==> config.mk <==
export PLATFORM = sky130hd
export DESIGN_NAME = watchdog_multi_flat
export DESIGN_NICKNAME = d
export VERILOG_FILES = /design/src/rtl/watchdog_multi_if.sv /design/src/rtl/watchdog_multi.sv /design/src/flat_wrapper.sv
export SDC_FILE = /design/constraint.sdc
export NUM_CORES = 1
export LEC_CHECK = 0
export CAP_MARGIN = 15
export CORE_UTILIZATION = 50
export DETAILED_ROUTE_END_ITERATION = 7
export GPL_TIMING_DRIVEN = 0
export PLACE_DENSITY = 0.75
export SLEW_MARGIN = 40
export SYNTH_ARGS = -nofsm -noshare
export SYNTH_HDL_FRONTEND = slang
export SYNTH_SLANG_ARGS = --single-unit
==> constraint.sdc <==
create_clock -name clk -period 2.37 [get_ports clk]
set_input_delay 0.3555 -clock clk [delete_from_list [all_inputs] [get_ports clk]]
set_output_delay 0.3555 -clock clk [all_outputs]
set_load 0.02 [all_outputs]
==> src/rtl/watchdog_multi_if.sv <==
// Register/control bundle of the multi-channel watchdog.
// The master drives configuration, service and readback selects; the slave returns status.
interface watchdog_multi_if #(
  parameter int N_CH    = 4,
  parameter int CNT_W   = 16,
  parameter int PRESC_W = 8
);
  localparam int CH_W = (N_CH > 1) ? $clog2(N_CH) : 1;

  logic [PRESC_W-1:0] presc_div;
  logic [N_CH-1:0]    en;
  logic [N_CH-1:0]    kick;
  logic [N_CH-1:0]    clr;
  logic               cfg_we;
  logic [CH_W-1:0]    cfg_ch;
  logic [CNT_W-1:0]   cfg_timeout;
  logic [CNT_W-1:0]   cfg_window;
  logic [CH_W-1:0]    rd_ch;
  logic [CNT_W-1:0]   rd_count;
  logic [2*N_CH-1:0]  ch_state;
  logic [N_CH-1:0]    expired;
  logic [N_CH-1:0]    early_kick;
  logic               irq;

  modport master (
    output presc_div, en, kick, clr, cfg_we, cfg_ch, cfg_timeout, cfg_window, rd_ch,
    input  rd_count, ch_state, expired, early_kick, irq
  );

  modport slave (
    input  presc_div, en, kick, clr, cfg_we, cfg_ch, cfg_timeout, cfg_window, rd_ch,
    output rd_count, ch_state, expired, early_kick, irq
  );
endinterface

==> src/rtl/watchdog_multi.sv <==
// N independent watchdog channels sharing one prescaler tick, with optional
// kick window, sticky expiry/early-kick flags, a combined irq and counter readback.
module watchdog_multi #(
  parameter int N_CH    = 4,
  parameter int CNT_W   = 16,
  parameter int PRESC_W = 8
) (
  input  logic             clk,
  input  logic             rst_n,
  watchdog_multi_if.slave  bus
);
  localparam int CH_W = (N_CH > 1) ? $clog2(N_CH) : 1;
  localparam logic [CNT_W-1:0] CNT_MAX = '1;

  typedef enum logic [1:0] {
    ST_IDLE = 2'b00,
    ST_RUN  = 2'b01,
    ST_DONE = 2'b10,
    ST_BAD  = 2'b11
  } ch_state_e;

  // Reset release is re-timed so no channel can leave IDLE on a metastable edge.
  logic [1:0] sync_q;
  logic       run_ok;
  assign run_ok = sync_q[1];

  always_ff @(posedge clk or negedge rst_n) begin
    if (!rst_n) sync_q <= '0;
    else        sync_q <= {sync_q[0], 1'b1};
  end

  logic [PRESC_W-1:0] presc_q, presc_d;
  logic               tick;

  always_comb begin
    tick    = (presc_q == bus.presc_div);
    presc_d = (presc_q >= bus.presc_div) ? '0 : presc_q + 1'b1;
  end

  always_ff @(posedge clk or negedge rst_n) begin
    if (!rst_n)      presc_q <= '0;
    else if (run_ok) presc_q <= presc_d;
  end

  logic [CNT_W-1:0] cnt_all [N_CH];
  logic [N_CH-1:0]  exp_vec;
  logic [N_CH-1:0]  early_vec;

  for (genvar gi = 0; gi < N_CH; gi++) begin : gen_ch
    localparam logic [CH_W-1:0] CH_ID = CH_W'(gi);

    ch_state_e        state_q, state_d;
    logic [CNT_W-1:0] cnt_q, cnt_d;
    logic [CNT_W-1:0] timeout_q, window_q;
    logic             expired_q, early_q;
    logic             exp_set, early_set, kick_ok;

    always_comb begin
      state_d   = state_q;
      cnt_d     = cnt_q;
      exp_set   = 1'b0;
      early_set = 1'b0;
      kick_ok   = (window_q == '0) || (cnt_q >= window_q);
      case (state_q)
        ST_IDLE: begin
          cnt_d = '0;
          if (bus.en[gi]) state_d = ST_RUN;
        end
        ST_RUN: begin
          if (!bus.en[gi]) begin
            state_d = ST_IDLE;
            cnt_d   = '0;
          end else if (bus.kick[gi]) begin
            // A legal kick outranks a simultaneous timeout tick.
            if (kick_ok) begin
              cnt_d = '0;
            end else begin
              state_d   = ST_DONE;
              early_set = 1'b1;
            end
          end else if (tick) begin
            if (cnt_q >= timeout_q) begin
              state_d = ST_DONE;
              exp_set = 1'b1;
            end else if (cnt_q != CNT_MAX) begin
              cnt_d = cnt_q + 1'b1;
            end
          end
        end
        ST_DONE: begin
          if (!bus.en[gi] || bus.clr[gi]) begin
            state_d = ST_IDLE;
            cnt_d   = '0;
          end
        end
        default: begin
          state_d = ST_IDLE;
          cnt_d   = '0;
        end
      endcase
    end

    always_ff @(posedge clk or negedge rst_n) begin
      if (!rst_n) begin
        state_q   <= ST_IDLE;
        cnt_q     <= '0;
        timeout_q <= CNT_MAX;
        window_q  <= '0;
        expired_q <= 1'b0;
        early_q   <= 1'b0;
      end else if (run_ok) begin
        state_q   <= state_d;
        cnt_q     <= cnt_d;
        // Setting a flag wins over a clear arriving in the same cycle.
        expired_q <= exp_set | (expired_q & ~bus.clr[gi]);
        early_q   <= early_set | (early_q & ~bus.clr[gi]);
        if (bus.cfg_we && (bus.cfg_ch == CH_ID)) begin
          timeout_q <= bus.cfg_timeout;
          window_q  <= bus.cfg_window;
        end
      end
    end

    assign cnt_all[gi]               = cnt_q;
    assign exp_vec[gi]               = expired_q;
    assign early_vec[gi]             = early_q;
    assign bus.ch_state[2*gi +: 2]   = state_q;
  end

  logic [CNT_W-1:0] rd_sel;
  logic [CNT_W-1:0] rd_count_q;
  logic             irq_q;

  always_comb begin
    rd_sel = '0;
    for (int i = 0; i < N_CH; i++) begin
      if (bus.rd_ch == CH_W'(i)) rd_sel = cnt_all[i];
    end
  end

  always_ff @(posedge clk or negedge rst_n) begin
    if (!rst_n) begin
      rd_count_q <= '0;
      irq_q      <= 1'b0;
    end else if (run_ok) begin
      rd_count_q <= rd_sel;
      irq_q      <= |{exp_vec, early_vec};
    end
  end

  assign bus.rd_count   = rd_count_q;
  assign bus.irq        = irq_q;
  assign bus.expired    = exp_vec;
  assign bus.early_kick = early_vec;
endmodule

==> src/flat_wrapper.sv <==
// flat-port wrapper written by rule: the top's interface ports become plain ports
module watchdog_multi_flat 
#(
  parameter int N_CH    = 4,
  parameter int CNT_W   = 16,
  parameter int PRESC_W = 8
)
  (clk, rst_n, bus_presc_div, bus_en, bus_kick, bus_clr, bus_cfg_we, bus_cfg_ch, bus_cfg_timeout, bus_cfg_window, bus_rd_ch, bus_rd_count, bus_ch_state, bus_expired, bus_early_kick, bus_irq);
  watchdog_multi_if #(.N_CH(N_CH), .CNT_W(CNT_W), .PRESC_W(PRESC_W)) bus_i ();
  input  logic clk;
  input  logic rst_n;
  input wire logic [$bits(bus_i.presc_div)-1:0] bus_presc_div;
  input wire logic [$bits(bus_i.en)-1:0] bus_en;
  input wire logic [$bits(bus_i.kick)-1:0] bus_kick;
  input wire logic [$bits(bus_i.clr)-1:0] bus_clr;
  input wire logic [$bits(bus_i.cfg_we)-1:0] bus_cfg_we;
  input wire logic [$bits(bus_i.cfg_ch)-1:0] bus_cfg_ch;
  input wire logic [$bits(bus_i.cfg_timeout)-1:0] bus_cfg_timeout;
  input wire logic [$bits(bus_i.cfg_window)-1:0] bus_cfg_window;
  input wire logic [$bits(bus_i.rd_ch)-1:0] bus_rd_ch;
  output wire logic [$bits(bus_i.rd_count)-1:0] bus_rd_count;
  output wire logic [$bits(bus_i.ch_state)-1:0] bus_ch_state;
  output wire logic [$bits(bus_i.expired)-1:0] bus_expired;
  output wire logic [$bits(bus_i.early_kick)-1:0] bus_early_kick;
  output wire logic [$bits(bus_i.irq)-1:0] bus_irq;
  assign bus_i.presc_div = bus_presc_div;
  assign bus_i.en = bus_en;
  assign bus_i.kick = bus_kick;
  assign bus_i.clr = bus_clr;
  assign bus_i.cfg_we = bus_cfg_we;
  assign bus_i.cfg_ch = bus_cfg_ch;
  assign bus_i.cfg_timeout = bus_cfg_timeout;
  assign bus_i.cfg_window = bus_cfg_window;
  assign bus_i.rd_ch = bus_rd_ch;
  assign bus_rd_count = bus_i.rd_count;
  assign bus_ch_state = bus_i.ch_state;
  assign bus_expired = bus_i.expired;
  assign bus_early_kick = bus_i.early_kick;
  assign bus_irq = bus_i.irq;
  watchdog_multi #(.N_CH(N_CH), .CNT_W(CNT_W), .PRESC_W(PRESC_W)) u_core (.clk(clk), .rst_n(rst_n), .bus(bus_i));
endmodule
==> out/summary.txt, run 1 <==
Synth warnings - 0
Fin. Hold Viols - 0
antenna cells - 0
clk_lat worst skew - 0.57 ns
antenna violations before repair - 2
multi-input logic area - 8652 µm²
GPL Wtd Cong - 0.9439
WL final - 49,270 µm
vias per cell - 6.375
RSZ-0062 raised after global routing - yes
Post-Syn Area - 14,240 µm²
type of the worst min-delay path - input port to asynchronous set/reset pin
setup ws final - -0.3173 ns
Clock Tree Buf Depth - 3
Crit. End Element - flop
final setup vio count - 69
R2R Setup Slk - -0.32 ns
reg2reg end - u_core.gen_ch[0].cnt_q[13]$_DFFE_PN0P_
die area - 29,150 µm²
failing checks - setup timing
cell count after synthesis - 1,419
Final min period - 2.687 ns
initial drt markers - 1,411
crit path kind - flop to flop
ys flop type - dfrtp_1
CTS tree - built
post-layout util - 0.6844
total negative slack - -11.06 ns
post-synth top area cell - dfrtp_1
Reg-to-Reg Start - u_core.gen_ch[0].cnt_q[10]$_DFFE_PN0P_
FFs w/ async S/R, synth - 1.000
maximum fanout along the worst path - 7
Post-synth EDFFs - 0
Pwr Total - 0.01317 W
maxcap violations - 0
clock sink total - 235
Relative slew margins - 0.4829
I/O pins - 92
Wirelength per Cell - 23.94 µm
Max Fclk - 0.3721 GHz
DR vias - 13.12k
synth unique cells - 72
worst slew pin tran - 0.7728 ns
Std-Cell Rows - 61
Pleak - 8.490 nW
Layout Skew - 0.04045 ns
Worst VDD drop - 0.0005236 V
GRT Total Usage - 0.3241
Pre-antenna DRT Iters - 5
FF+latch area - 6013 µm²
Post-synth top cells - dfrtp_1 (171), inv_1 (153), ha_1 (141), nand2_1 (121), mux2_2 (116)
Reg2Reg Depth - 9
most frequent cell after synthesis - dfrtp_1
root buf cell - clkbuf_16
die height - 170.7 µm
ranking of synthesized cells by area - dfrtp_1 (30%), ha_1 (12%), dfstp_2 (12%)
global-route wire length before repair - 71,620 µm
Final #Nets - 1,858
drt drc - 0
Yosys top cell area share - 0.3006
final cycle utilization of the critical path - 1.134
fill count - 1,969
Slew Limit Fails - 0
# H-tree levels - 1
Syn Nets - 1,619
fin area - 19,120 µm²
vias in the first global route - 12.77k
outcome - finished with violations
core area - 27,930 µm²
Power Density - 689.2 nW/µm²
CTS clock-pin slew for the worst setup and hold paths - 0.06 ns
Yosys reg bits - 235
share of the yosys chip area belonging to registers - 0.4187
Starting Density - 0.5097
largest net degree at the start of global routing - 77
Worst EP arrival - 3.13 ns
P&R area growth vs syn - 34.27%
layout cell share with drive strength beyond 1 - 0.3554
Die X - 170.7 µm
critical path required time - 2.82 ns
Placement Setup Slack - -1.064 ns
Post-DRT Antenna Nets - 0
IO buf count - 89
Post-DP Area - 15,730 µm²
total CTS buffers - 28
Startpoint Class - flop
post-DP HPWL - 31,730 µm
gr ovfl total - 0
Avg Cell Area, Syn - 10.03 µm²
per-layer routing:
layer,GRT usage,part of all wire,vias up
met2,0.5358,0.47,723
met5,0,0.00024,-
met1,0.4040,0.37,6508
met4,0.1598,0.068,2
met3,0.06570,0.093,210
li1,-,-,5676
layout by cell type, fill, tap and decap left out, drive strengths merged, types with 4 or more instances in the layout:
cell type / netlist / layout
dfrtp: 171 / 171
inv: 153 / 153
buf: 20 / 143
ha: 141 / 141
nand2: 121 / 121
mux2: 116 / 116
o21ai: 96 / 96
clkdlybuf4s50: 0 / 88
clkbuf: 33 / 67
dfstp: 64 / 64
a21oi: 59 / 59
nor2: 47 / 47
nand3: 46 / 46
a31oi: 32 / 32
nor4: 28 / 28
a21o: 27 / 27
nor3: 26 / 26
nand4: 23 / 23
nand2b: 21 / 21
and3: 18 / 18
mux4: 16 / 16
o31ai: 15 / 15
or3: 12 / 12
o22a: 11 / 11
a41oi: 10 / 10
clkinv: 1 / 9
and2: 9 / 9
o21a: 8 / 8
o211ai: 7 / 7
a211o: 6 / 6
a2111oi: 6 / 6
nor2b: 6 / 6
a211oi: 6 / 6
o41ai: 5 / 5
and4: 5 / 5
or4: 4 / 4
bufinv: 0 / 4
o2111ai: 4 / 4
or4b: 4 / 4
how the worst max path moves through the flow:
stage | from | endpoint | slack [ns] | cells past startpoint
global placement | rst_n | u_core.sync_q[0]$_DFF_PN0_ | -9.01 | 1
floorplan | u_core.gen_ch[0].cnt_q[13]$_DFFE_PN0P_ | u_core.gen_ch[0].cnt_q[8]$_DFFE_PN0P_ | -0.09 | 9
detailed placement | u_core.gen_ch[2].cnt_q[11]$_DFFE_PN0P_ | u_core.gen_ch[2].cnt_q[15]$_DFFE_PN0P_ | -1.06 | 9
finish | u_core.gen_ch[0].cnt_q[10]$_DFFE_PN0P_ | u_core.gen_ch[0].cnt_q[13]$_DFFE_PN0P_ | -0.32 | 9
global route | u_core.gen_ch[0].window_q[8]$_DFFE_PN0P_ | u_core.gen_ch[0].cnt_q[4]$_DFFE_PN0P_ | -0.36 | 10
CTS | u_core.gen_ch[0].cnt_q[14]$_DFFE_PN0P_ | u_core.gen_ch[0].cnt_q[13]$_DFFE_PN0P_ | -0.30 | 9
cell type report:
type                       count  area share
multi-input combinational    977      0.4526
sequential                   235      0.3145
timing repair buffer         212      0.1084
clock buffer                  37     0.04110
inverter                     154     0.03056
tap                          378     0.02474
buffer                        50     0.01774
clock inverter                15     0.01034
worst max-delay path: stages, from the launching register on:
cell and delay, ns:
dfrtp_2 0.43, ha_1 0.31, nand4_1 0.13, nor2_2 0.15, or4b_4 0.46, and4b_4 0.20
a311o_1 0.35, a21o_4 0.26, buf_6 0.14, o22a_1 0.15
metrics by stage:
step	std cells	hold slack (ns)
2_1_floorplan	1419	0.05991
3_3_place_gp	1886	0.3316
3_5_place_dp	1889	0.2646
4_1_cts	2021	0.2645
5_1_grt	2058	0.2975
6_report	2058	0.2622
flip-flops by register name, summed over array words and instances, names as in the netlist:
register	cells
u_core.gen_ch.early_q	4
u_core.gen_ch.state_q	8
u_core.bus.rd_count	16
u_core.bus.irq	1
u_core.gen_ch.timeout_q	64
u_core.gen_ch.expired_q	4
u_core.presc_q	8
u_core.gen_ch.window_q	64
u_core.sync_q	2
u_core.gen_ch.cnt_q	64
report_power, final:
part           switching [W]  internal [W]  total, W
Clock                0.00179       0.00277   0.00456
Combinational        0.00174       0.00163   0.00337
Sequential          0.000464       0.00479   0.00525
cells by family (layout without fill, tap and decap cells):
family,after synthesis,in the layout,share of synthesized area
buffers and inverters,207,468,0.05695
xor gates and xnor gates,4,4,0.002461
AOI/OAI and AO/OA,316,316,0.1434
muxes,133,133,0.1178
DFF,235,235,0.4187
other,1,1,0.0002634
and+or+nand+nor,382,382,0.1366
adders and majority gates,141,141,0.1239
repair_timing:
item,4_1_cts,5_1_grt
cloned,3,2
buffers inserted,78,37
endpoints found under the setup margin,151,77
resized for setup,188,156
hold buffers,1,0
endpoints found under the hold margin,37,0
pin swaps,70,69
Power figures use the tool's default switching activity.
==> inputs of run 2 (changes only) <==
Settings changed: CTS_CLUSTER_SIZE set to 30, MAX_ROUTING_LAYER set to met4.
==> run 2 against run 1 <==
  * The run still ends with setup timing left
  * Highest routed layer is now met4
  * Critical path type unchanged
  * Die area unchanged
  * Clock power is 2% higher
  * Design area grew 0.45%
  * Register-to-register slack lost 0.07 ns
==> out/summary.txt, run 2 (synthesis results as in run 1) <==
fill count - 1,948 (-1.1%)
P&R area growth vs syn - 34.88%
multi-input logic area - 8927 µm² (+3.2%)
Pleak - 8.394 nW (-1.1%)
I/O pins - 92 (unchanged)
R2R Setup Slk - -0.38 ns (-0.07 ns)
RSZ-0062 raised after global routing - yes
# H-tree levels - 1 (unchanged)
Post-DRT Antenna Nets - 0 (unchanged)
crit path kind - flop to flop
Wirelength per Cell - 24.23 µm (+1.2%)
Clock Tree Buf Depth - 3 (unchanged)
FF+latch area - 6025 µm² (+0.19%)
maxcap violations - 0 (unchanged)
vias in the first global route - 12.56k (-1.6%)
failing checks - setup timing
largest net degree at the start of global routing - 72 (-6.5%)
Worst VDD drop - 0.0005988 V (+14%)
clk_lat worst skew - 0.54 ns (-0.03 ns)
final cycle utilization of the critical path - 1.162 (+0.02821)
slowest CP cell - or4b_1
WL final - 49,390 µm (+0.24%)
Layout Skew - 0.01275 ns (-0.02770 ns)
core area - 27,930 µm² (unchanged)
CTS clock-pin slew for the worst setup and hold paths - 0.06 ns (about the same)
worst slew pin tran - 0.7586 ns (-0.01418 ns)
CTS tree - built
type of the worst min-delay path - input port to asynchronous set/reset pin
crit path buf inv count - 1 (unchanged)
GPL Wtd Cong - 0.9656 (+2.3%)
worst hold slack - 0.3182 ns (+0.05603 ns)
post-DP HPWL - 31,650 µm (-0.27%)
Final #Nets - 1,839 (-1.0%)
# placed instances - 1,889 (unchanged)
gr ovfl total - 0 (unchanged)
Reg2Reg Depth - 9 (unchanged)
Crit. End Element - flop
Startpoint Class - flop
Reg-to-Reg Start - u_core.gen_ch[0].cnt_q[10]$_DFFE_PN0P_
vias per cell - 6.381 (about the same)
root buf cell - clkbuf_16
IO buf count - 89 (unchanged)
drt drc - 0 (unchanged)
slowest stage delay, CP - 0.44 ns (-0.02 ns)
DR vias - 13.00k (-0.88%)
maximum fanout along the worst path - 7 (unchanged)
Std-Cell Rows - 61 (unchanged)
outcome - finished with violations
Top Registers - u_core.gen_ch.cnt_q: 64 flops, u_core.gen_ch.timeout_q: 64 flops, u_core.gen_ch.window_q: 64 flops
Pwr Total - 0.01327 W (+0.69%)
die height - 170.7 µm (unchanged)
commonest non-fill, non-tap cell in the layout - inv_1
clock sink total - 235 (unchanged)
Relative slew margins - 0.4924 (+0.009489)
total CTS buffers - 27 (-3.6%)
Final min period - 2.754 ns (+0.06685 ns)
CP top delay family - simple AND/OR/NAND/NOR gates
Post-Layout Cell Count - 2,038 (-0.97%)
global-route wire length before repair - 70,090 µm (-2.1%)
die area - 29,150 µm² (unchanged)
Power Density - 690.8 nW/µm² (+0.24%)
GRT Total Usage - 0.3274 (+0.003217)
most frequent cells in the layout - inv_1 (141), dfrtp_1 (120), mux2_2 (114)
setup ws final - -0.3841 ns (-0.06685 ns)
Cell Chain, Critical Path - ha_1, nand4_1, nor2_2, or4b_1, and4b_4, a311o_1, a21o_4, buf_6, o22a_1
final setup vio count - 65 (-5.8%)
Fin. Hold Viols - 0 (unchanged)
Die X - 170.7 µm (unchanged)
initial drt markers - 1,109 (-21%)
Pre-antenna DRT Iters - 5 (unchanged)
Max Fclk - 0.3631 GHz (-2.4%)
layout cell share with drive strength beyond 1 - 0.3695 (+0.01414)
critical path required time - 2.79 ns (-0.03 ns)
antenna violations before repair - 1 (-1)
Worst EP arrival - 3.17 ns (+0.04 ns)
reg2reg end - u_core.gen_ch[0].cnt_q[13]$_DFFE_PN0P_
Starting Density - 0.5097 (unchanged)
Slew Limit Fails - 0 (unchanged)
## run 2: layout make-up
| type | instances | area share |
|---|---|---|
| well taps | 378 | 0.02463 |
| flip-flops and latches | 235 | 0.3137 |
| plain buffers | 50 | 0.01655 |
| repair buffers | 194 | 0.09845 |
| clock inverters | 14 | 0.01173 |
| diodes | 1 | 0.0001303 |
| inverters | 154 | 0.03056 |
| multi-input cells | 977 | 0.4649 |
| clock buffers | 35 | 0.03935 |
## run 2: timing repair
item | CTS | global route
hold buffers | 1 | 0
endpoints found under the hold margin | 49 | 0
pin swaps | 78 | 78
endpoints found under the setup margin | 153 | 74
setup buffers | 65 | 31
gates cloned | 5 | 1
gates resized for setup | 196 | 186
## run 2: worst max-delay path by stage
stage,depth (start not counted),start,endpoint,slack [ns]
2_1_floorplan,9,u_core.gen_ch[0].cnt_q[13]$_DFFE_PN0P_,u_core.gen_ch[0].cnt_q[8]$_DFFE_PN0P_,-0.09
3_3_place_gp,1,rst_n,u_core.sync_q[0]$_DFF_PN0_,-9.01
3_5_place_dp,10,bus_presc_div[6],u_core.gen_ch[2].cnt_q[4]$_DFFE_PN0P_,-1.05
4_1_cts,9,u_core.gen_ch[0].cnt_q[14]$_DFFE_PN0P_,u_core.gen_ch[0].cnt_q[13]$_DFFE_PN0P_,-0.33
5_1_grt,9,u_core.gen_ch[0].cnt_q[8]$_DFFE_PN0P_,u_core.gen_ch[0].cnt_q[13]$_DFFE_PN0P_,-0.44
6_report,9,u_core.gen_ch[0].cnt_q[10]$_DFFE_PN0P_,u_core.gen_ch[0].cnt_q[13]$_DFFE_PN0P_,-0.38
## run 2: report_power, final
group	internal (W)	leakage (nW)	switching, W
Clock	0.00289	0.481	0.00176
Sequential	0.00478	2.82	0.000462
Combinational	0.00162	5.09	0.00175
Total	0.00929	8.39	0.00398
## run 2: routing by layer
layer	vias to the layer above	track usage	share of wire
li1	5619	-	-
met1	6408	0.3987	0.37
met2	749	0.5155	0.47
met3	228	0.06223	0.090
met4	0	0.1755	0.069
met5	-	-	0
## run 2: stage by stage
| step | cell area (µm²) | worst slack (ns) | setup TNS (ns) | utilization |
|---|---|---|---|---|
| finish | 19200 | -0.3841 | -12.22 | 0.6875 |
| global route | 19200 | -0.4371 | -15.50 | 0.6874 |
| CTS | 17980 | -0.3262 | -6.346 | 0.6436 |
| detailed placement | 15730 | -1.048 | -77.90 | 0.5632 |
| global placement | 15640 | -9.010 | -2001.34 | 0.5598 |
| floorplan | 14270 | -0.09489 | -1.198 | - |
==> inputs of run 3 (changes only) <==
Settings changed: CORE_UTILIZATION 50 to 40, MAX_ROUTING_LAYER met4 to unset, PLACE_DENSITY 0.75 to 0.61.
Clock period 2.37 ns to 3 ns, I/O delays scaled along.
==> run 3 against run 2 <==
  * The run now ends clean
  * Non-clock buffer count is 83 lower
  * Sequential share of layout area is 3.8 points higher
  * Combinational power is 40% lower
  * Maximum frequency is 5.7% lower
  * Critical path type unchanged
  * Largest power group unchanged
==> out/summary.txt, run 3 (synthesis results as in run 1) <==
Std-Cell Rows - 68 (+11%)
Final min period - 2.922 ns (+0.1677 ns)
RSZ-0062 raised after global routing - no
# placed instances - 1,967 (+4.1%)
core area - 34,800 µm² (+25%)
clock network power share - 0.364 (+0.013)
GPL Wtd Cong - 0.8869 (-8.2%)
Fin. Hold Viols - 0 (unchanged)
Die X - 190.7 µm (+12%)
Clock Tree Buf Depth - 3 (unchanged)
NetSw - 0.002835 W (-29%)
maximum fanout along the worst path - 4 (-3)
slowest CP cell - dfstp_2
type of the worst min-delay path - flop to flop
Wirelength per Cell - 21.59 µm (-11%)
drt drc - 0 (unchanged)
Crit. End Element - flop
Pleak - 7.788 nW (-7.2%)
Slew Limit Fails - 0 (unchanged)
Power Density - 570.8 nW/µm² (-17%)
commonest non-fill, non-tap cell in the layout - dfrtp_1
CP top delay family - compound AO/OA/AOI/OAI gates
Pwr Total - 0.009693 W (-27%)
most frequent cells in the layout - dfrtp_1 (158), inv_1 (152), ha_1 (141)
WL final - 43,920 µm (-11%)
setup ws final - 0.07816 ns (+0.4623 ns)
vias in the first global route - 11.38k (-9.4%)
post-DP HPWL - 33,180 µm (+4.8%)
crit path buf inv count - 2 (+1)
# H-tree levels - 1 (unchanged)
outcome - completed
Sw Share - 0.2925 (-0.007207)
layout cell share with drive strength beyond 1 - 0.2020 (-0.1675)
P_int - 0.006858 W (-26%)
IO buf count - 89 (unchanged)
root buf cell - clkbuf_16
gr ovfl total - 0 (unchanged)
antenna violations before repair - 5 (+4)
P&R area growth vs syn - 19.27%
antenna cells - 0 (-1)
post-layout util - 0.4880 (-0.1995)
Worst EP arrival - 3.40 ns (+0.23 ns)
maxcap violations - 0 (unchanged)
slowest stage delay, CP - 0.53 ns (+0.09 ns)
Layout Skew - 0.01106 ns (-0.001696 ns)
crit path kind - flop to flop
multi-input logic area - 7530 µm² (-16%)
vias per cell - 5.766 (-9.6%)
fill count - 3,156 (+62%)
Post-DP Area - 15,810 µm² (+0.53%)
CTS clock-pin slew for the worst setup and hold paths - 0.06 ns (about the same)
initial drt markers - 889 (-20%)
fin area - 16,980 µm² (-12%)
clock sink total - 235 (unchanged)
DR vias - 11.73k (-9.8%)
FF+latch area - 5977 µm² (-0.79%)
I/O pins - 92 (unchanged)
share of total power in combinational logic - 0.209 (-0.045)
die area - 36,350 µm² (+25%)
Worst VDD drop - 0.0004142 V (-31%)
Placement Setup Slack - -0.6939 ns (+0.3544 ns)
share of power burned in registers - 0.427 (+0.031)
Post-DRT Antenna Nets - 0 (unchanged)
CTS tree - built
clk_lat worst skew - 0.55 ns (about the same)
Starting Density - 0.4091 (-0.1005)
Max Fclk - 0.3423 GHz (-5.7%)
largest net degree at the start of global routing - 68 (-5.6%)
total CTS buffers - 28 (+3.7%)
final cycle utilization of the critical path - 0.9739 (-0.1881)
Cell Chain, Critical Path - inv_1, ha_1, a21o_1, a221oi_1, o21ai_0, a31oi_2, o211ai_1, buf_4, or3_1, a21oi_1
Relative slew margins - 0.5147 (+0.02230)
Post-Layout Cell Count - 2,034 (-0.20%)
Pre-antenna DRT Iters - 5 (unchanged)
global-route wire length before repair - 67,100 µm (-4.3%)
critical path required time - 3.48 ns (+0.69 ns)
worst slew pin tran - 0.7279 ns (-0.03065 ns)
Startpoint Class - flop
Top Registers - u_core.gen_ch.cnt_q: 64 flops, u_core.gen_ch.timeout_q: 64 flops, u_core.gen_ch.window_q: 64 flops
final setup vio count - 0 (-100%)
Final #Nets - 1,757 (-4.5%)
die height - 190.7 µm (+12%)
GRT Total Usage - 0.2452 (-0.08217)
## run 3: cell types whose count changed in the layout (fill, tap and decap cells not counted), moves of 15 or more
cell | before | now
a31oi_1 | 12 | 31
ha_4 | 30 | 0
a21oi_1 | 41 | 58
o21ai_1 | 22 | 2
o21ai_0 | 61 | 94
dfrtp_2 | 51 | 13
a31oi_4 | 17 | 0
buf_4 | 84 | 23
dfrtp_1 | 120 | 158
buf_6 | 23 | 0
ha_1 | 108 | 141
a21oi_2 | 16 | 1
## run 3: metal layers
layer	global-route usage	wire length, µm
met2	0.4020	20550
met3	0.03828	3028
met1	0.3271	18790
met5	0.001374	18
met4	0.08646	1532
## run 3: what timing repair did
action	CTS	global route
setup endpoints to repair	46	63
endpoints found under the hold margin	65	0
hold buffers	1	0
buffers inserted	4	11
pin swaps	1	5
cloned	0	0
resized for setup	20	21
## run 3: area by class of cell
cell class / count / share of cell area
buffer: 52 / 0.01422
clock buffer: 37 / 0.04745
sequential: 235 / 0.3520
inverter: 154 / 0.03426
tap: 455 / 0.03352
clock inverter: 15 / 0.009136
timing repair buffer: 109 / 0.06602
multi-input combinational: 977 / 0.4434
## run 3: final timing paths
kind / startpoint / endpoint / slack (ns) / cells after the start
setup reg to reg: u_core.gen_ch[1].timeout_q[5]$_DFFE_PN1P_ / u_core.gen_ch[1].cnt_q[10]$_DFFE_PN0P_ / 0.08 / 10
hold / removal: u_core.sync_q[0]$_DFF_PN0_ / u_core.sync_q[1]$_DFF_PN0_ / 0.35 / 0
setup / recovery: u_core.gen_ch[1].timeout_q[5]$_DFFE_PN1P_ / u_core.gen_ch[1].cnt_q[10]$_DFFE_PN0P_ / 0.08 / 10
max in group asynchronous: rst_n / u_core.gen_ch[3].timeout_q[14]$_DFFE_PN1P_ / 1.52 / 5
hold reg to reg: u_core.sync_q[0]$_DFF_PN0_ / u_core.sync_q[1]$_DFF_PN0_ / 0.35 / 0
min in group asynchronous: rst_n / u_core.gen_ch[0].cnt_q[5]$_DFFE_PN0P_ / 0.47 / 3
## run 3: per-stage QoR
| step | TNS, ns | hold slack (ns) |
|---|---|---|
| floorplan | 0 | 0.1544 |
| global placement | -1886.23 | 0.3311 |
| detailed placement | -18.97 | 0.3411 |
| CTS | 0 | 0.3538 |
| global route | 0 | 0.3649 |
| finish | 0 | 0.3494 |
## run 3: power by group through the flow
stage,clock network [W],registers [W],logic (W)
after floorplan,0,0.00411,0.00131
after global placement,0,0.00417,0.00191
after detailed placement,0,0.00418,0.00199
after CTS,0.00358,0.00413,0.00202
after global routing,0.00372,0.00420,0.00228
final,0.00353,0.00414,0.00202
